<file path="config.mk">
export PLATFORM = sky130hd
export DESIGN_NAME = fp_add_sched
export DESIGN_NICKNAME = d
export VERILOG_FILES = /design/src/rtl/fp_add_sched.sv
export SDC_FILE = /design/constraint.sdc
export NUM_CORES = 1
export LEC_CHECK = 0
export CORE_MARGIN = 8
export CORE_UTILIZATION = 40
export DETAILED_ROUTE_END_ITERATION = 7
export PLACE_DENSITY_LB_ADDON = 0.1
export SETUP_SLACK_MARGIN = 0.2
export SLEW_MARGIN = 20
export SYNTH_ARGS = -nofsm -noshare
export SYNTH_HDL_FRONTEND = slang
export SYNTH_SLANG_ARGS = --single-unit
</file>
<file path="constraint.sdc">
create_clock -name clk -period 19.3 [get_ports clk]
set_input_delay 1.93 -clock clk [delete_from_list [all_inputs] [get_ports clk]]
set_output_delay 1.93 -clock clk [all_outputs]
set_load 0.03 [all_outputs]
</file>
<file path="src/rtl/fp_add_sched.sv">
// fp_add_sched: two-requester issue scheduler around a combinational single-precision adder.
// FP_ADD_SCHED_RR_EN selects round-robin tie-break; otherwise requester 0 always wins a tie.

module fp_add (
  input  logic [31:0] a,
  input  logic [31:0] b,
  output logic [31:0] s
);
  localparam int NEXP = 8;
  localparam int NSIG = 23;

  logic            sa, sb, a_nan, b_nan, a_inf, b_inf, swap;
  logic            big_s, sml_s, inc, sign_r;
  logic [NEXP-1:0] ea, eb, ex_a, ex_b, ex_big, ex_sml, d;
  logic [NSIG-1:0] fa, fb;
  logic [NSIG:0]   m_a, m_b, m_big, m_sml;
  logic [49:0]     sh;
  logic [26:0]     w_big, w_sml, n;
  logic [27:0]     sum;
  logic [4:0]      lz;
  logic [8:0]      e_n, lim, lz9, shamt;
  logic [31:0]     rnd;

  always_comb begin
    sa = a[31];
    sb = b[31];
    ea = a[30:23];
    eb = b[30:23];
    fa = a[22:0];
    fb = b[22:0];
    a_nan = (&ea) & (|fa);
    b_nan = (&eb) & (|fb);
    a_inf = (&ea) & ~(|fa);
    b_inf = (&eb) & ~(|fb);
    // subnormals share the minimum exponent with a zero hidden bit
    ex_a = (ea == '0) ? 8'd1 : ea;
    ex_b = (eb == '0) ? 8'd1 : eb;
    m_a  = {|ea, fa};
    m_b  = {|eb, fb};
    swap = {eb, fb} > {ea, fa};
    big_s  = swap ? sb : sa;
    sml_s  = swap ? sa : sb;
    ex_big = swap ? ex_b : ex_a;
    ex_sml = swap ? ex_a : ex_b;
    m_big  = swap ? m_b : m_a;
    m_sml  = swap ? m_a : m_b;
    d      = ex_big - ex_sml;

    // align the smaller operand, keeping guard/round and a sticky of everything shifted out
    sh    = {m_sml, 26'b0} >> d;
    w_sml = {sh[49:24], (|sh[23:0]) | ((d > 8'd49) & (|m_sml))};
    w_big = {m_big, 3'b000};
    if (big_s == sml_s) sum = {1'b0, w_big} + {1'b0, w_sml};
    else                sum = {1'b0, w_big} - {1'b0, w_sml};

    lz = 5'd27;
    for (int i = 0; i <= 26; i++) begin
      if (sum[i]) lz = 5'(26 - i);
    end

    lim   = {1'b0, ex_big} - 9'd1;
    lz9   = {4'b0, lz};
    shamt = 9'd0;
    if (sum[27]) begin
      n   = {sum[27:2], sum[1] | sum[0]};
      e_n = {1'b0, ex_big} + 9'd1;
    end else begin
      // left shift stops at the minimum exponent so tiny results stay subnormal
      shamt = (lz9 > lim) ? lim : lz9;
      n     = sum[26:0] << shamt;
      e_n   = {1'b0, ex_big} - shamt;
    end

    // round to nearest even; the carry out of the fraction bumps the exponent field
    inc    = n[2] & (n[1] | n[0] | n[3]);
    rnd    = {(n[26] ? e_n : 9'd0), n[25:3]} + {31'b0, inc};
    sign_r = (sum == '0) ? (sa & sb) : big_s;

    if (a_nan)                        s = a;
    else if (b_nan)                   s = b;
    else if (a_inf & b_inf & (sa != sb)) s = 32'h7FFF_FFFF;
    else if (a_inf)                   s = a;
    else if (b_inf)                   s = b;
    else if (rnd[31:23] >= 9'd255)    s = {sign_r, 8'hFF, 23'b0};
    else                              s = {sign_r, rnd[30:0]};
  end
endmodule

module fp_add_sched #(
  parameter int TAGW = 4
) (
  input  logic            clk,
  input  logic            rst_n,
  input  logic            flush,
  input  logic [1:0]      req_valid,
  output logic [1:0]      req_ready,
  input  logic [31:0]     req_a0,
  input  logic [31:0]     req_a1,
  input  logic [31:0]     req_b0,
  input  logic [31:0]     req_b1,
  input  logic [1:0]      req_sub,
  input  logic [TAGW-1:0] req_tag0,
  input  logic [TAGW-1:0] req_tag1,
  output logic            res_valid,
  input  logic            res_ready,
  output logic [31:0]     res_s,
  output logic            res_id,
  output logic [TAGW-1:0] res_tag,
  output logic            busy
);
  logic            s1_v, s1_id;
  logic [31:0]     s1_a, s1_b, sum;
  logic [TAGW-1:0] s1_tag, sel_tag;
  logic [1:0]      grant;
  logic            s1_can_accept, s2_load, accept, sel, sel_sub;
  logic [31:0]     sel_a, sel_b;

`ifdef FP_ADD_SCHED_RR_EN
  logic ptr;

  always_ff @(posedge clk or negedge rst_n) begin
    if (!rst_n)      ptr <= 1'b0;
    else if (accept) ptr <= ~sel;
  end

  assign grant[0] = req_valid[0] & (~req_valid[1] | ~ptr);
  assign grant[1] = req_valid[1] & (~req_valid[0] | ptr);
`else
  assign grant[0] = req_valid[0];
  assign grant[1] = req_valid[1] & ~req_valid[0];
`endif

  assign s2_load       = s1_v & (~res_valid | res_ready);
  assign s1_can_accept = ~s1_v | ~res_valid | res_ready;
  assign req_ready     = grant & {2{s1_can_accept & ~flush}};
  assign accept        = |req_ready;
  assign sel           = req_ready[1];
  assign sel_a         = sel ? req_a1 : req_a0;
  assign sel_b         = sel ? req_b1 : req_b0;
  assign sel_tag       = sel ? req_tag1 : req_tag0;
  assign sel_sub       = req_sub[sel];
  assign busy          = s1_v | res_valid;

  fp_add u_fp_add (
    .a (s1_a),
    .b (s1_b),
    .s (sum)
  );

  always_ff @(posedge clk or negedge rst_n) begin
    if (!rst_n) begin
      s1_v   <= 1'b0;
      s1_a   <= '0;
      s1_b   <= '0;
      s1_id  <= 1'b0;
      s1_tag <= '0;
    end else if (flush) begin
      s1_v <= 1'b0;
    end else if (accept) begin
      s1_v   <= 1'b1;
      s1_a   <= sel_a;
      // subtraction is an add with B's sign flipped, NaN payloads included
      s1_b   <= {sel_b[31] ^ sel_sub, sel_b[30:0]};
      s1_id  <= sel;
      s1_tag <= sel_tag;
    end else if (s2_load) begin
      s1_v <= 1'b0;
    end
  end

  always_ff @(posedge clk or negedge rst_n) begin
    if (!rst_n) begin
      res_valid <= 1'b0;
      res_s     <= '0;
      res_id    <= 1'b0;
      res_tag   <= '0;
    end else if (flush) begin
      res_valid <= 1'b0;
    end else if (s2_load) begin
      res_valid <= 1'b1;
      res_s     <= sum;
      res_id    <= s1_id;
      res_tag   <= s1_tag;
    end else if (res_ready) begin
      res_valid <= 1'b0;
    end
  end
endmodule

</file>
Word-level counts from Yosys, hierarchy flattened
Cells that the tools add are included.
Widths: inputs -> output; s select.
Storage, ports and cells
  bits in registers: 108
  output and inout port bits: 41
Cells by class
  shift operators: 2
  reductions and logical operators: 16
  eq/ne operators: 2
  add/subtract/negate cells: 7
  order comparisons: 5
  muxes and demuxes: 58
  bitwise gates (word level): 28
Operators with widths (number)
  $mux 32: 7
  $mux 5: 16
  $shr 50x8->50: 1
  $mux 24: 2
  $reduce_or 24->1: 2
  $reduce_or 23->1: 2
  $mux 4: 9
  $add 32x1->32: 1
  $mux 8: 4
  $gt 31x31->1: 1
  $mux 31: 1
  $add 27x27->28: 1
  $logic_not 28->1: 1
  $mux 28: 1
  $sub 27x27->28: 1
  $mux 27: 1
  $mux 9: 3
  $shl 27x9->27: 1
  $logic_not 8->1: 2
  $reduce_and 8->1: 2
  $reduce_or 8->1: 2
  $and 1x1->1: 12
  $mux 1: 12
  $add 8x1->9 const B: 1
  17 further kinds: 32

Longest topological paths before layout
Gate-level depths: netlist of run 1.
  depth after elaboration: 51
  depth in mapped cells: 87
  depth with buffers taken out: 76

Modules after synthesis
From an unflattened synthesis of run 1, not the netlist that was laid out.
Unflattened totals
  cell total of the unflattened synthesis: 2704
  area total of the unflattened synthesis: 19183.4 sq um
Modules (own cells, without submodules)
  fp_add: area each 14069.7 sq um, times used 1, cells an instance 2203
  fp_add_sched: area each 5113.7 sq um, times used 1, cells an instance 501

Worst setup path after synthesis of run 1
OpenSTA, ideal clock, no wires.
  path type: register to register
  start point: register s1_a[30]
  end point: register res_s[10]
  stages on the path, launching flop included: 83
  library setup time: 0.080 ns
  required time: 19.220 ns
  path buffers: 13
  path slack: 4.095 ns
  arrival time: 15.125 ns
  cells stage by stage: dfrtp_1 inv_1 ha_1 nand4_1 nor3_2 nand2_1 a311o_1 nand2_2 buf_4 buf_4 buf_2 buf_1 buf_1 nor2_1 a21o_1 ha_1 nor2b_1 o2111ai_1 [47 not listed] buf_2 ha_1 and3_1 ha_1 a21o_1 a21oi_1 o21bai_1 a21oi_1 o21bai_1 a21oi_1 xor2_1 nand2b_1 or4b_1 mux2i_1 nand2_1 buf_2 or3_1 o22ai_2
Between the ends
  longest elaborated chain between the ends: 51
  elaborated cells on any way between the ends: 74
Ends and longest elaborated chain
  start, declared: RTL line 112  | logic [31:0] s1_a, s1_b, sum;
  start signal, assigned: RTL line 161  | s1_a <= sel_a;
  branches (longest 50 deep; another with $gt 31x31->1)
  $mux 32 *: RTL line 79  | if (a_nan) s = a;
  end signal, assigned: RTL line 181  | res_s <= sum;
  end, declared: RTL line 106  | output logic [31:0] res_s,
Every way passes the cells marked *.
A chain may end at the register's enable or synchronous reset.

Worst setup path after layout of run 1
  start point: register s1_a[4]
  end point: register res_s[16]
Between the ends
  longest elaborated chain between the ends: 50
  elaborated cells on any way between the ends: 72
Ends and longest elaborated chain
  $gt 31x31->1: RTL line 40  | swap = {eb, fb} > {ea, fa};
  $mux 8 (on tied branches): RTL line 43, 44
  $sub 8x8->8: RTL line 47  | d = ex_big - ex_sml;
  $shr 50x8->50 / $gt 8x6->1 (equally long branches): RTL line 50, 51
  $reduce_or 24->1 / $and 1x1->1 (equally long branches): RTL line 51  | w_sml = {sh[49:24], (|sh[23:0]) | ((d > 8'd49) & (|m_sml))};
  $or 1x1->1: RTL line 51
  $sub 27x27->28 / $add 27x27->28 (equally long branches): RTL line 54, 53
  $mux 28: RTL line 53  | if (big_s == sml_s) sum = {1'b0, w_big} + {1'b0, w_sml};
  [34 not listed]
  $add 32x1->32: RTL line 76  | rnd = {(n[26] ? e_n : 9'd0), n[25:3]} + {31'b0, inc};
  $ge 9x8->1: RTL line 84  | else if (rnd[31:23] >= 9'd255) s = {sign_r, 8'hFF, 23'b0};
  $mux 31: RTL line 84
  $mux 32: RTL line 83  | else if (b_inf) s = b;
  $mux 32: RTL line 82  | else if (a_inf) s = a;
  $mux 32: RTL line 81  | else if (a_inf & b_inf & (sa != sb)) s = 32'h7FFF_FFFF;
  $mux 32: RTL line 80  | else if (b_nan) s = b;
  $mux 32 *: RTL line 79
Mark *: on every way between the ends. The rest lies on a longest branch, timed or not.

==> reports/qor.txt, run 1 <==
run status: complete, no violations
CP arrival: 18320 ps
buffer count from post-CTS setup fixing: 0
placeable core region: 47450 um2
max-slew violation count: 0
via total after detailed routing: 23740
syn_nets: 2983
category of the worst setup path capture point: register
clock buffers created by TritonCTS: 9
slack of the worst reg-to-reg path: 1220 ps
I/O Pins: 185
initial antenna violation count: 1
CTS tree: yes
ratio of final minimum period to clock period: 0.9369
Post-Layout Inst Area: 21970 um2
root buffer cell: clkbuf_16
pre-CTS worst setup slack: 893.5 ps
row cnt: 80
yosys warns: 0
average wire length per cell after detail routing: 29.08 um
largest fanout on the critical path: 24
fraction of final layout cells sized beyond drive strength 1: 0.08709
Vias/cell: 6.879
first-pass GRT wire length: 148000 um
worst setup path class: register to register
RSZ-0062 raised after global routing: no
number of routed nets with antenna violations: 0
antenna diode count: 0
Hold Buf Count CTS: 0
synth unique cells: 124
fraction of synthesis flops using an asynchronous set or reset pin: 1.000
clock-pin slew reported for the worst setup and hold paths after clock tree synthesis: 90 ps
share of synthesized cell area in full adder, half adder and majority cells: 0.07195
starting DRC count in detailed routing: 3291
EDFF count, synth: 0
cell taking the most area after synthesis: dfrtp_1
final hold vios: 0
maximum clock rate: 55.31 MHz
number of max-cap violations: 0
grt ovf: 0
Fillers: 4948
NumNets Final: 3083
share of the synthesized area in the top cell type: 0.1415
biggest cell delay along the critical path: 920 ps
Crit Reg-Reg Endpoint: res_s[16]
starting density of the core: 0.4025
final count of negative-setup-slack endpoints: 0
port buffer count: 184
Post-Route Hold Slack: 477.9 ps
dominant combinational cell family by area after synthesis: compound AO/OA/AOI/OAI gates
summed negative setup slack over all endpoints: 0 ps
Hold Crit Depth: 2
fraction of the mapped netlist area in compound gates: 0.3696
worst-margin pin slew: 1190 ps
global-route usage over all layers: 0.3533
clock latency reported for the late side of the worst-skew pair: 370 ps
DRT Wirelength: 100300 um
Most common cell on crit path: nand2_1
top cells by area, synth: dfrtp_1 (14%), ha_1 (6.9%), nand2_1 (6.7%)
pin count of the biggest net entering global routing: 75
chip width: 234.5 um
cell with the largest stage delay on the worst path: mux2i_1
area enclosed by the die boundary: 54980 um2
highest-count cells in the layout ignoring fill and taps: nand2_1 (339), nor2_1 (231), a21oi_1 (209), o21ai_0 (205), clkdlybuf4s50_1 (182)
required time worst endpoint: 19540 ps
largest buffer count on any clock path: 2
sequential area share after synthesis: 0.1415
most used flip-flop cell after synthesis: dfrtp_1
Clock Sink Count: 108
headroom to the max-slew limit: 0.2003
simple logic cell fraction of the synthesized area: 0.2620
netlist area before placement: 19090 um2
gp weighted congestion: 1.048
r2r startpoint: s1_a[4]
die outline height: 234.5 um
DPL Wire Length: 79990 um
min setup slack post-route: 1219 ps
synthesized area divided by synthesized cell count: 6.992 um2
multiplexer area fraction after synthesis: 0.04954
Hold EP: res_id
fin crit period: 18080 ps
maximum level of the CTS H-tree: 3
total placed instance area: 21630 um2
Post-Synth XOR/XNOR Area: 0.03663
Area growth syn-to-layout: 15.04%
leading cell type in the layout, fill and taps excluded: nand2_1
Pre-antenna DRT Iters: 6
Worst Reg-to-Reg Cells: 57
startpoint of the tightest hold check path: s1_id
vias in the first global route: 22460
worst clock skew on the final layout: 17.04 ps
number of remaining DRC errors: 0
instance count of the mapped netlist: 2731
CP Launch Type: register
Worst Hold Class: register to register
register bit count reported by yosys: 108
-- worst max-delay path by stage --
stage | to | startpoint | slack [ps] | depth (start not counted)
after global placement | res_s[9] | s1_a[4] | 800 | 56
after global routing | res_s[9] | s1_a[11] | 400 | 57
final | res_s[16] | s1_a[4] | 1220 | 57
after CTS | res_s[6] | s1_a[11] | 810 | 60
after detailed placement | res_s[6] | s1_a[11] | 890 | 60
after floorplan | res_s[10] | s1_a[30] | 4100 | 82
-- cell families after synthesis --
kind of cell,count (synthesis)
mux,84
buf+inv,300
flops,108
fa+ha+maj,108
simple gates,1031
xor+xnor,79
compound gates,1021
-- metal layers --
layer  wire (um)  vias to the layer above  GRT usage
met5          65                        -   0.006422
met4        5924                        4     0.1724
met3       10150                      319    0.07700
met2       44300                     1571     0.5568
met1       39890                    11330     0.4537
li1            -                    10510          -
-- through the flow --
step	utilization	instances
2_1_floorplan	-	2731
3_3_place_gp	0.4553	3434
3_5_place_dp	0.4559	3435
4_1_cts	0.4622	3451
5_1_grt	0.4630	3451
6_report	0.4630	3451
-- flip-flops by register name, indices dropped and copies added (netlist names) --
name,cells
s1_a,32
s1_tag,4
s1_id,1
s1_v,1
res_id,1
res_tag,4
s1_b,32
res_s,32
res_valid,1
-- final cells by class --
type                            instances  area [um2]  share of cell area
Sequential cell                       108        2703              0.1230
Inverter                              112       420.4             0.01914
Clock buffer                            9       225.2             0.01025
Clock inverter                          7       77.57            0.003532
Tap cell                              615       769.5             0.03503
Timing Repair Buffer                  277        2549              0.1160
Multi-Input combinational cell       2323       15220              0.6930
-- cells in the mapped netlist (37+ instances only) --
library cell,n
inv_1,109
a31oi_1,49
nand2_1,340
buf_2,41
ha_1,105
a21oi_1,209
nor3_1,92
nor4_1,37
nor2_1,232
clkbuf_1,109
mux2i_1,63
o21ai_0,210
dfrtp_1,108
xnor2_1,51
a211oi_1,37
nand3_1,86
a22oi_1,77
a21o_1,42
-- critical path, delay by kind of cell, from the launching register on --
kind	cells	cell delay, ps
AO/OA/AOI/OAI	24	7770
AND/OR/NAND/NOR	19	4980
buffers and inverters	7	1480
adder cells (fa/ha/maj)	4	1450
multiplexers	2	1120
flip-flops	1	550
XOR/XNOR	1	540
-- repair_timing --
action                                  4_1_cts  5_1_grt
endpoints found under the setup margin        0       31
hold endpoints to repair                      0        0
gates resized for setup                       0        8
Power of run 1 is left out: the tool's default activity adds up to more than one toggle a clock period on the data nets, which glitch-free logic cannot reach.
==> inputs of run 2 (changes only) <==
Settings changed: CORE_MARGIN 8 to unset, CTS_CLUSTER_SIZE set to 24.
==> run 2 against run 1 <==
Compared with the run above: global-route usage is 4.6 points higher; utilization rose by 0.44 points; design area decreased by 0.31%; count of clock-buffer cells in the layout rose by 1; sequential share of layout area barely moved; critical path depth is 3 higher; critical endpoint is now res_s[20].
==> reports/qor.txt, run 2 (synthesized netlist as in run 1, its figures left out) <==
CTS tree: yes
vias in the first global route: 22270 (-0.83%)
gp weighted congestion: 1.079 (+3.0%)
final hold vios: 0 (unchanged)
summed negative setup slack over all endpoints: 0 ps (unchanged)
fin crit period: 17890 ps (-192.8 ps)
I/O Pins: 185 (unchanged)
CP Launch Type: register
initial antenna violation count: 2 (+1)
chip width: 220.5 um (-6.0%)
run status: complete, no violations
Top delay family on crit path: compound AO/OA/AOI/OAI gates
maximum level of the CTS H-tree: 3 (unchanged)
number of remaining DRC errors: 0 (unchanged)
r2r startpoint: s1_a[4]
Area growth syn-to-layout: 14.68%
placed cell count: 3422 (-0.38%)
ratio of final minimum period to clock period: 0.9269 (-0.009991)
worst setup path class: register to register
Fillers: 4875 (-1.5%)
via total after detailed routing: 23630 (-0.47%)
average wire length per cell after detail routing: 28.74 um (-1.1%)
clock latency reported for the late side of the worst-skew pair: 380 ps (about the same)
max-slew violation count: 0 (unchanged)
Vias/cell: 6.868 (-0.15%)
grt ovf: 0 (unchanged)
largest registers ranked by flip-flop count: res_s (32), s1_a (32), s1_b (32)
die outline height: 220.5 um (-6.0%)
starting density of the core: 0.4075 (+0.005094)
maximum clock rate: 55.90 MHz (+1.1%)
worst-margin pin slew: 1293 ps (+102.9 ps)
number of resized instances in the post-cts repair step: 0 (unchanged)
Worst Hold Class: register to register
number of routed nets with antenna violations: 0 (unchanged)
first-pass GRT wire length: 144900 um (-2.1%)
row cnt: 79 (-1.3%)
leading cell type in the layout, fill and taps excluded: nand2_1
placeable core region: 46850 um2 (-1.3%)
area enclosed by the die boundary: 48610 um2 (-12%)
pre-CTS worst setup slack: 2090 ps (+1197 ps)
DPL Wire Length: 78340 um (-2.1%)
number of buffers and inverters on the critical path: 7 (unchanged)
root buffer cell: clkbuf_16
clock-pin slew reported for the worst setup and hold paths after clock tree synthesis: 80 ps (about the same)
largest buffer count on any clock path: 2 (unchanged)
pin count of the biggest net entering global routing: 73 (-2.7%)
global-route usage over all layers: 0.3993 (+0.04601)
buffer count from post-CTS setup fixing: 0 (unchanged)
slack of the worst reg-to-reg path: 1410 ps (+190 ps)
crit path from: s1_a[4]
number of max-cap violations: 0 (unchanged)
headroom to the max-slew limit: 0.1155 (-0.08479)
clock buffers created by TritonCTS: 9 (unchanged)
biggest cell delay along the critical path: 750 ps (-170 ps)
fraction of final layout cells sized beyond drive strength 1: 0.08333 (-0.003761)
category of the worst setup path capture point: register
starting DRC count in detailed routing: 3102 (-5.7%)
Pre-antenna DRT Iters: 6 (unchanged)
worst clock skew on the final layout: 11.50 ps (-5.535 ps)
NumNets Final: 3079 (-0.13%)
min setup slack post-route: 1411 ps (+192.8 ps)
cell with the largest stage delay on the worst path: o41ai_2
port buffer count: 184 (unchanged)
DRT Wirelength: 98880 um (-1.5%)
largest fanout on the critical path: 65 (+170%)
Clock Sink Count: 108 (unchanged)
required time worst endpoint: 19580 ps (+40 ps)
final count of negative-setup-slack endpoints: 0 (unchanged)
non-filler instance count after layout: 3440 (-0.32%)
highest-count cells in the layout ignoring fill and taps: nand2_1 (340), nor2_1 (231), a21oi_1 (209), o21ai_0 (206), clkdlybuf4s50_1 (182)
Hold Buf Count CTS: 0 (unchanged)
RSZ-0062 raised after global routing: no
startpoint of the tightest hold check path: res_tag[0]
CP arrival: 18170 ps (-150 ps)
==> run 2: changes by cell type in the layout (fill, tap and decap cells not counted), sizes merged <==
cell	delta
clkbuf	+1
buf	-4
clkinv	-1
clkinvlp	-1
bufinv	+1
diode	+1
==> run 2: cell type report <==
class	instances	area, um2	area share
timing repair buffer	273	2516	0.1149
clock buffer	10	239.0	0.01091
antenna	1	2.502	0.0001143
multi-input combinational	2323	15180	0.6931
clock inverter	6	80.08	0.003657
sequential	108	2703	0.1234
tap	607	759.5	0.03468
inverter	112	420.4	0.01920
==> run 2: worst paths after layout <==
path	end	cells after the start
min	res_tag[0]	2
max in group asynchronous	s1_a[16]	2
min in group asynchronous	s1_tag[2]	1
max reg2reg	res_s[20]	60
min reg2reg	res_tag[0]	2
max	res_s[20]	60
==> run 2: metal layers <==
layer	share of wire	GRT usage
met5	0.00013	0
met4	0.058	0.2108
met3	0.11	0.08742
met2	0.44	0.6237
met1	0.40	0.5126
==> run 2: stage by stage <==
stage	cell area, um2	hold slack, ps	utilization
detailed placement	21570	470.4	0.4604
finish	21900	489.2	0.4674
global route	21900	509.3	0.4673
CTS	21890	491.1	0.4672
global placement	21550	466.3	0.4599
floorplan	19090	439.5	-
==> run 2: worst reg2reg max path, delay by kind of cell, from the launching register on <==
kind / cells / cell delay (ps)
flip-flops: 1 / 590
AO/OA/AOI/OAI: 30 / 9560
multiplexers: 3 / 1000
AND/OR/NAND/NOR: 15 / 3550
adder cells (fa/ha/maj): 4 / 1290
buffers and inverters: 7 / 1440
XOR/XNOR: 1 / 360
Power of run 2 is left out for the same reason.
